File: config.mk
export PLATFORM = sky130hd
export DESIGN_NAME = fifo_umbrales
export DESIGN_NICKNAME = d
export VERILOG_FILES = /design/src/rtl/fifo_umbrales_pkg.sv /design/src/rtl/fifo_umbrales_memoria_fifo.sv /design/src/rtl/fifo_umbrales.sv
export SDC_FILE = /design/constraint.sdc
export NUM_CORES = 1
export LEC_CHECK = 0
export ABC_CLOCK_PERIOD_IN_PS = 2600
export CORE_MARGIN = 1
export CORE_UTILIZATION = 50
export DETAILED_ROUTE_END_ITERATION = 6
export PLACE_DENSITY_LB_ADDON = 0.05
export SLEW_MARGIN = 20
export SYNTH_ARGS = -nofsm -noshare
export SYNTH_HDL_FRONTEND = slang
export SYNTH_SLANG_ARGS = --single-unit
File: constraint.sdc
create_clock -name clk -period 2.6 [get_ports clk]
set_input_delay 0.65 -clock clk [delete_from_list [all_inputs] [get_ports clk]]
set_output_delay 0.65 -clock clk [all_outputs]
set_load 0.01 [all_outputs]
File: src/rtl/fifo_umbrales_pkg.sv
`default_nettype none
// ============================================================================
// Module   : fifo_umbrales_pkg
// Purpose  : Shared widths and the occupancy-update encoding for fifo_umbrales.
// Revision : 1.0 - initial release
// ============================================================================
package fifo_umbrales_pkg;

    localparam int c_data_width_def    = 6;
    localparam int c_address_width_def = 2;

    // Occupancy update chosen per cycle from the accepted transfers.
    typedef enum logic [1:0] {
        CNT_HOLD = 2'd0,
        CNT_INC  = 2'd1,
        CNT_DEC  = 2'd2
    } cnt_op_e;

    function automatic cnt_op_e count_op(input logic wr_acc, input logic rd_acc);
        cnt_op_e op;
        op = CNT_HOLD;
        if (wr_acc && !rd_acc) begin
            op = CNT_INC;
        end else if (rd_acc && !wr_acc) begin
            op = CNT_DEC;
        end
        return op;
    endfunction

endpackage
`default_nettype wire

File: src/rtl/fifo_umbrales_memoria_fifo.sv
`default_nettype none
// ============================================================================
// Module   : memoria_fifo
// Purpose  : DEPTH x DATA_WIDTH register array, one sync write, one registered read.
// Revision : 1.0 - initial release
// ============================================================================
module memoria_fifo
    import fifo_umbrales_pkg::*;
#(
    parameter int DATA_WIDTH    = c_data_width_def,
    parameter int ADDRESS_WIDTH = c_address_width_def
) (
    input  logic                     clk,
    input  logic                     reset,
    input  logic                     wr_en,
    input  logic [ADDRESS_WIDTH-1:0] wr_addr,
    input  logic [DATA_WIDTH-1:0]    wr_data,
    input  logic                     rd_en,
    input  logic [ADDRESS_WIDTH-1:0] rd_addr,
    output logic [DATA_WIDTH-1:0]    rd_data
);

    localparam int c_depth = 2 ** ADDRESS_WIDTH;

    logic [DATA_WIDTH-1:0] mem_q [c_depth];
    logic [DATA_WIDTH-1:0] mem_d [c_depth];
    logic [DATA_WIDTH-1:0] rd_data_q;
    logic [DATA_WIDTH-1:0] rd_data_d;

    always_comb begin
        mem_d = mem_q;
        if (wr_en) begin
            mem_d[wr_addr] = wr_data;
        end
    end

    // Read sees the pre-edge contents, so a same-address write never bypasses.
    always_comb begin
        rd_data_d = rd_data_q;
        if (rd_en) begin
            rd_data_d = mem_q[rd_addr];
        end
    end

    // Storage is intentionally left out of reset.
    always_ff @(posedge clk) begin
        mem_q <= mem_d;
    end

    always_ff @(posedge clk) begin
        if (reset) begin
            rd_data_q <= '0;
        end else begin
            rd_data_q <= rd_data_d;
        end
    end

    assign rd_data = rd_data_q;

endmodule
`default_nettype wire

File: src/rtl/fifo_umbrales.sv
`default_nettype none
// ============================================================================
// Module   : fifo_umbrales
// Purpose  : Synchronous FIFO with occupancy count, runtime thresholds and
//            sticky overflow/underflow flags.
// Revision : 1.0 - initial release
// ============================================================================
module fifo_umbrales
    import fifo_umbrales_pkg::*;
#(
    parameter int DATA_WIDTH    = c_data_width_def,
    parameter int ADDRESS_WIDTH = c_address_width_def
) (
    input  logic                     clk,
    input  logic                     reset,
    input  logic                     wr_enable,
    input  logic                     rd_enable,
    input  logic [DATA_WIDTH-1:0]    data_in,
    input  logic [ADDRESS_WIDTH:0]   umbral_almost_full,
    input  logic [ADDRESS_WIDTH:0]   umbral_almost_empty,
    input  logic                     error_clear,
    output logic [DATA_WIDTH-1:0]    data_out,
    output logic                     valid_out,
    output logic                     full_fifo,
    output logic                     empty_fifo,
    output logic                     almost_full,
    output logic                     almost_empty,
    output logic                     overflow,
    output logic                     underflow,
    output logic                     error,
    output logic [ADDRESS_WIDTH:0]   count
);

    localparam int                 c_cnt_w = ADDRESS_WIDTH + 1;
    localparam logic [c_cnt_w-1:0] c_depth = c_cnt_w'(2 ** ADDRESS_WIDTH);

    logic [ADDRESS_WIDTH-1:0] wr_ptr_q, wr_ptr_d;
    logic [ADDRESS_WIDTH-1:0] rd_ptr_q, rd_ptr_d;
    logic [c_cnt_w-1:0]       count_q, count_d;
    logic                     valid_out_q, valid_out_d;
    logic                     overflow_q, overflow_d;
    logic                     underflow_q, underflow_d;

    logic    wr_accept;
    logic    rd_accept;
    logic    wr_reject;
    logic    rd_reject;
    cnt_op_e cnt_op;

    // Full/empty come from the count; pointers alone cannot tell them apart.
    assign full_fifo  = (count_q == c_depth);
    assign empty_fifo = (count_q == '0);

    // When full, a concurrent read frees the slot the write lands in.
    assign rd_accept = rd_enable && !empty_fifo;
    assign wr_accept = wr_enable && (!full_fifo || rd_accept);
    assign wr_reject = wr_enable && !wr_accept;
    assign rd_reject = rd_enable && empty_fifo;
    assign cnt_op    = count_op(wr_accept, rd_accept);

    always_comb begin
        wr_ptr_d    = wr_ptr_q;
        rd_ptr_d    = rd_ptr_q;
        count_d     = count_q;
        valid_out_d = rd_accept;
        overflow_d  = overflow_q;
        underflow_d = underflow_q;

        if (wr_accept) begin
            wr_ptr_d = wr_ptr_q + 1'b1;
        end
        if (rd_accept) begin
            rd_ptr_d = rd_ptr_q + 1'b1;
        end

        case (cnt_op)
            CNT_INC: count_d = count_q + 1'b1;
            CNT_DEC: count_d = count_q - 1'b1;
            default: count_d = count_q;
        endcase

        // A new error event in the clearing cycle keeps its bit set.
        if (error_clear) begin
            overflow_d  = 1'b0;
            underflow_d = 1'b0;
        end
        if (wr_reject) begin
            overflow_d = 1'b1;
        end
        if (rd_reject) begin
            underflow_d = 1'b1;
        end
    end

    always_ff @(posedge clk) begin
        if (reset) begin
            wr_ptr_q    <= '0;
            rd_ptr_q    <= '0;
            count_q     <= '0;
            valid_out_q <= 1'b0;
            overflow_q  <= 1'b0;
            underflow_q <= 1'b0;
        end else begin
            wr_ptr_q    <= wr_ptr_d;
            rd_ptr_q    <= rd_ptr_d;
            count_q     <= count_d;
            valid_out_q <= valid_out_d;
            overflow_q  <= overflow_d;
            underflow_q <= underflow_d;
        end
    end

    memoria_fifo #(
        .DATA_WIDTH    (DATA_WIDTH),
        .ADDRESS_WIDTH (ADDRESS_WIDTH)
    ) u_memoria_fifo (
        .clk     (clk),
        .reset   (reset),
        .wr_en   (wr_accept),
        .wr_addr (wr_ptr_q),
        .wr_data (data_in),
        .rd_en   (rd_accept),
        .rd_addr (rd_ptr_q),
        .rd_data (data_out)
    );

    // Thresholds above DEPTH are used as-is, without clamping.
    assign almost_full  = (count_q >= umbral_almost_full);
    assign almost_empty = (count_q <= umbral_almost_empty);
    assign valid_out    = valid_out_q;
    assign overflow     = overflow_q;
    assign underflow    = underflow_q;
    assign error        = overflow_q | underflow_q;
    assign count        = count_q;

endmodule
`default_nettype wire
Yosys cells after proc, flatten, opt, wreduce, memory -nomap -nowiden

Cells that the tools add are included.

$add $sub $neg: 4
$lt $le $gt $ge: 5
Eq/ne operators: 3
Muxes and demuxes: 12
Bitwise logic cells: 3
Reductions and logical operators: 16

Operators by type and width:

| cell                  | number |
|---|---|
| $bwmux W24            | 1 |
| $mux W6               | 3 |
| $bmux W6 S2           | 1 |
| $demux W6 S2          | 1 |
| $logic_and A1 B1 Y1   | 7 |
| $ge A3 B3 Y1 const B  | 2 |
| $not A2 Y3            | 2 |
| $pmux W3 S2           | 1 |
| $reduce_bool A2 Y1    | 3 |
| $add A2 B1 Y2 const B | 2 |
| $logic_not A1 Y1      | 4 |
| $mux W2               | 2 |
| $add A3 B1 Y3 const B | 1 |
| $eq A3 B3 Y1 const B  | 1 |
| $ge A3 B3 Y1          | 1 |
| $le A3 B3 Y1          | 1 |
| $logic_not A3 Y1      | 1 |
| $lt A3 B1 Y1 const B  | 1 |
| $mux W1               | 3 |
| $sub A3 B1 Y3 const B | 1 |
| $eq A2 B1 Y1 const B  | 1 |
| $eq A2 B2 Y1 const B  | 1 |
| $logic_or A1 B1 Y1    | 1 |
| $or A1 B1 Y1          | 1 |

Register bits after elaboration: 40
Input port bits: 17
Output and inout port bits: 17
Logic and storage cells: 54

Longest topological paths before layout

Word-level depth: 11
Depth in mapped cells: 9
Depth with buffers taken out: 9

Cells and area by module

A second synthesis with hierarchy kept.

Cells, all modules: 137
Area, all modules: 1783.0 um^2

By module, submodules not included:

| module        | times used | cells each | area each (um^2) | seq. area each (um^2) |
|---|---|---|---|---|
| memoria_fifo  | 1          | 63         | 1128.6           | 840.8 |
| fifo_umbrales | 1          | 74         | 654.4            | 200.2 |

Worst setup path after synthesis

No wires, ideal clock.

Path type: in2reg
From: in rd_enable
To: reg count_q[2] (netlist: count[2])
Data arrival time: 2.187 ns
Path slack: 0.342 ns
Stages on the path: 9
Buffers on the path: 0
Cell sequence: nor4b_4 -> nor2b_2 -> inv_1 -> ha_1 -> inv_1 -> fa_1 -> xor2_1 -> or3_1 -> a21oi_1

Longest elaborated chain between the ends: 9
Elaborated cells on any way between the ends: 13
Those cells by class: 2 x eq/ne; 3 x mux; 8 x reduce/logical

Ends and longest elaborated chain:

| what                                                     | RTL line                | source |
|---|---|---|
| start: declaration                                       | fifo_umbrales.sv:17     | `input logic rd_enable,` |
| $logic_and A1 B1 Y1 (*)                                  | fifo_umbrales.sv:55     | `assign rd_accept = rd_enable && !empty_fifo;` |
| $logic_or A1 B1 Y1                                       | fifo_umbrales.sv:56     | `assign wr_accept = wr_enable && (!full_fifo \|\| rd_accept);` |
| $logic_and A1 B1 Y1                                      | fifo_umbrales.sv:56     |  |
| $logic_not A1 Y1                                         | fifo_umbrales_pkg.sv:24 | `end else if (rd_acc && !wr_acc) begin` |
| $logic_and A1 B1 Y1                                      | fifo_umbrales_pkg.sv:24 |  |
| $mux W2                                                  | fifo_umbrales_pkg.sv:24 |  |
| $mux W2 (*)                                              | fifo_umbrales_pkg.sv:22 | `if (wr_acc && !rd_acc) begin` |
| $eq A2 B2 Y1 / $eq A2 B1 Y1 (equally long branches)      | fifo_umbrales.sv:76     | `case (cnt_op)` |
| $pmux W3 S2 / $reduce_bool A2 Y1 (equally long branches) | -                       |  |
| end signal: assignment                                   | fifo_umbrales.sv:106    | `count_q <= count_d;` |
| end: declaration                                         | fifo_umbrales.sv:39     | `logic [c_cnt_w-1:0] count_q, count_d;` |

Every way passes the cells marked *; elsewhere a longest branch is shown, timed or not.
A chain may end at the register's enable or synchronous reset.

Final worst setup path

From: in umbral_almost_empty[1]
To: out almost_empty

Longest elaborated chain between the ends: 1

Ends and longest elaborated chain:

| what               | RTL line             | source |
|---|---|---|
| start: declaration | fifo_umbrales.sv:20  | `input logic [ADDRESS_WIDTH:0] umbral_almost_empty,` |
| $le A3 B3 Y1       | fifo_umbrales.sv:129 | `assign almost_empty = (count_q <= umbral_almost_empty);` |
| end: declaration   | fifo_umbrales.sv:27  | `output logic almost_empty,` |

Every way passes these cells.

==> flow_metrics.tcl <==
set metrics [dict create \
    clock-sinks 40 \
    drcViolationCount 0 \
    drive_above_1_share_pct 18.7 \
    grt_max_degree 15 \
    crit_type "input pin to primary output" \
    cp.required_ps 1950 \
    grt_pass1_vias 1059 \
    initial_core_util_pct 52.7 \
    fillers 265 \
    tightest_slew_ps 487 \
    whs_path_depth 2 \
    cts_inserted_buffers 5 \
    rows 21 \
    synth_seq_cells 40 \
    drt_pass1_iterations 4 \
    hold_class "register to register" \
    clockBufferDepth 2 \
    grt.overflow.total 0 \
    rr_worst_depth 10 \
    viasPerCell 4.95 \
    maxSlewHeadroom_pct 67.5 \
    grt_use_total_pct 18.5 \
    rr_startpoint "count[1]" \
    worstPathArrival_ps 1910 \
    layout.cells.non_filler 228 \
    syn_avg_cell_area_sq_um 13.0 \
    post_drt_wl_per_cell_um 13.5 \
    hold_buffers 0 \
    status "finished, final reports clean" \
    syn2layout_area_growth_pct 30.0 \
    power.density_mw_per_mm2 865 \
    max_stage_delay_ps 470 \
    dp_cells 220 \
    nets 210 \
    fin_util_pct 68.5 \
    ys.warnings.count 0 \
    htreeDepth 2 \
    rsz0062_at_grt "false" \
    path_cells "clkdlybuf4s50_1, inv_2, ha_4, nor2b_1, o21a_1, o21ai_1, buf_2" \
    maxCapViolCount 0 \
    vdd_ir_drop_max_uv 549 \
    r2r_slack_ps 330 \
    slew_viol_final 0 \
    path_max_fanout 2 \
    fin_setup_tns_ps 0 \
    hpwl_mm 2.28 \
    syn-cell-area_sq_mm 0.00177 \
    drtIter0Drc 27 \
    regArea_sq_mm 0.00104 \
    num_antenna_cells 0 \
    period_share_pct 98.6 \
    num_io_pins 34 \
    clk_pin_slew_ps 120 \
    place.gp.congestion 0.704 \
    endpoint_kind "primary output" \
    worst_setup_path_start_kind "input pin" \
    rr_endpoint "count[2]" \
    multi_input_area_sq_um 687 \
    io_buffers 33 \
    cts_root_buf "clkbuf_4" \
    crit_slowest_cell "clkdlybuf4s50_1" \
    post-cts-setup-buffers 0 \
    max_freq_mhz 390 \
    cts_tree "built" \
    core_sq_mm 0.00336 \
    hp-start "u_memoria_fifo.rd_data[3]" \
    clk-insertion-delay-late_ps 340 \
    seq_area_frac_synth_pct 58.8 \
    hold_end "u_memoria_fifo.rd_data[3]" \
    ys_types 30 \
    syn-instance-count 136 \
    grt_antenna_before_repair 0 \
    drt-total-wl_mm 3.08 \
    fin_crit_ps 2560 \
    grt_pass1_wl_mm 4.81 \
    hold_viol 0 \
    die_area_sq_mm 0.00379 \
    die_h_um 61.5 \
    leakagePower_uw 0.000878 \
    die_x_um 61.5 \
    finalSetupViolations 0 \
    detail-route-antenna-nets 0 \
    fin_worst_skew_ps 3.28 \
    synth_fp_nets 165 \
    vias 1129 \
]
-- metal layers --
layer	wire, um	track usage (%)
met5	0	0
met4	24	6.67
met2	1540	31.8
met1	1380	22.1
met3	133	5.67
-- placed cells by master, fill, tap and decap left out, types with 2 or more instances in the layout --
| cell | Yosys | routed |
|---|---|---|
| ha_1 | 11 | 10 |
| inv_1 | 11 | 10 |
| or3_1 | 2 | 2 |
| dfxtp_1 | 16 | 16 |
| nor2_1 | 9 | 9 |
| edfxtp_1 | 24 | 24 |
| nor2b_1 | 3 | 3 |
| o21ai_0 | 3 | 2 |
| xor2_1 | 2 | 2 |
| buf_4 | 0 | 9 |
| clkdlybuf4s50_1 | 0 | 30 |
| nand2_1 | 12 | 12 |
| buf_2 | 1 | 2 |
| a21oi_1 | 11 | 11 |
| nand2b_1 | 3 | 2 |
| clkbuf_4 | 0 | 5 |
| and2_1 | 4 | 4 |
| mux4_2 | 6 | 6 |
| a21o_1 | 2 | 2 |
-- synthesized netlist by cell type --
master	count	area [sq um]
edfxtp_1	24	721
dfxtp_1	16	320
nand2_1	12	45.0
a21oi_1	11	55.1
ha_1	11	138
inv_1	11	41.3
nor2_1	9	33.8
mux4_2	6	135
and2_1	4	25.0
clkbuf_1	3	11.3
nand2b_1	3	18.8
nor2b_1	3	18.8
o21ai_0	3	15.0
a21o_1	2	15.0
or3_1	2	12.5
xor2_1	2	17.5
and3_1	1	6.26
buf_2	1	5.00
fa_1	1	20.0
inv_4	1	6.26
mux2_4	1	15.0
mux2i_1	1	10.0
nand3_1	1	5.00
nor2b_2	1	8.76
nor3_1	1	5.00
nor4b_4	1	23.8
o21a_1	1	7.51
o31ai_4	1	21.3
or2_2	1	6.26
xnor2_1	1	8.76
-- worst max path at each step --
stage,from,endpoint,slack [ps],cells after the start
6_report,umbral_almost_empty[1],almost_empty,40,7
5_1_grt,umbral_almost_empty[1],almost_empty,2,7
4_1_cts,umbral_almost_full[0],almost_full,9,6
3_5_place_dp,umbral_almost_empty[1],almost_empty,-490,7
3_3_place_gp,umbral_almost_empty[1],almost_empty,-420,7
2_1_floorplan,rd_enable,count[2],340,9
-- registers in the layout, indices dropped and copies added (netlist names) --
name                    count
count                       3
overflow                    1
rd_ptr_q                    2
u_memoria_fifo.mem_q       24
u_memoria_fifo.rd_data      6
underflow                   1
valid_out                   1
wr_ptr_q                    2
-- through the flow --
step                      hold slack, ps  area [sq um]  power [uW]  setup WS (ps)
after global routing                 488          2300        2120           1.62
after floorplan                      481          1770        1260            342
after global placement               448          2210        1570           -425
after CTS                            470          2290        2010           9.35
final                                469          2300        1990           37.3
after detailed placement             455          2210        1610           -488
-- where the power goes --
part	switching, uW	leakage, uW	internal [uW]
Sequential	76.6	0.000351	761
Combinational	334	0.000486	415
Clock	206	0.0000412	201
-- cells by family (layout without fill, tap and decap cells) --
group | Yosys count | after routing | share of synthesized area (%)
AO/OA/AOI/OAI | 18 | 18 | 6.43
XOR/XNOR | 3 | 3 | 1.48
adder cells (fa/ha/maj) | 12 | 12 | 8.90
buffers and inverters | 16 | 62 | 3.60
flip-flops | 40 | 40 | 58.8
multiplexers | 8 | 8 | 9.04
AND/OR/NAND/NOR | 39 | 39 | 11.8
-- repair_timing --
item	CTS	global route
endpoints found under the setup margin	2	2
resized for setup	10	3
pin swaps	1	3
-- layout make-up --
type / count / area share, %
inverters: 12 / 2.06
clock buffers: 5 / 1.63
well taps: 46 / 2.50
flip-flops and latches: 40 / 45.2
repair buffers: 42 / 16.9
clock inverters: 3 / 1.85
multi-input cells: 80 / 29.8
-- critical path, delay by kind of cell --
family	cells	cell delay, ps
AO/OA/AOI/OAI	2	260
buffers and inverters	3	660
AND/OR/NAND/NOR	1	130
adder cells (fa/ha/maj)	1	210
Power figures use the tool's default switching activity.
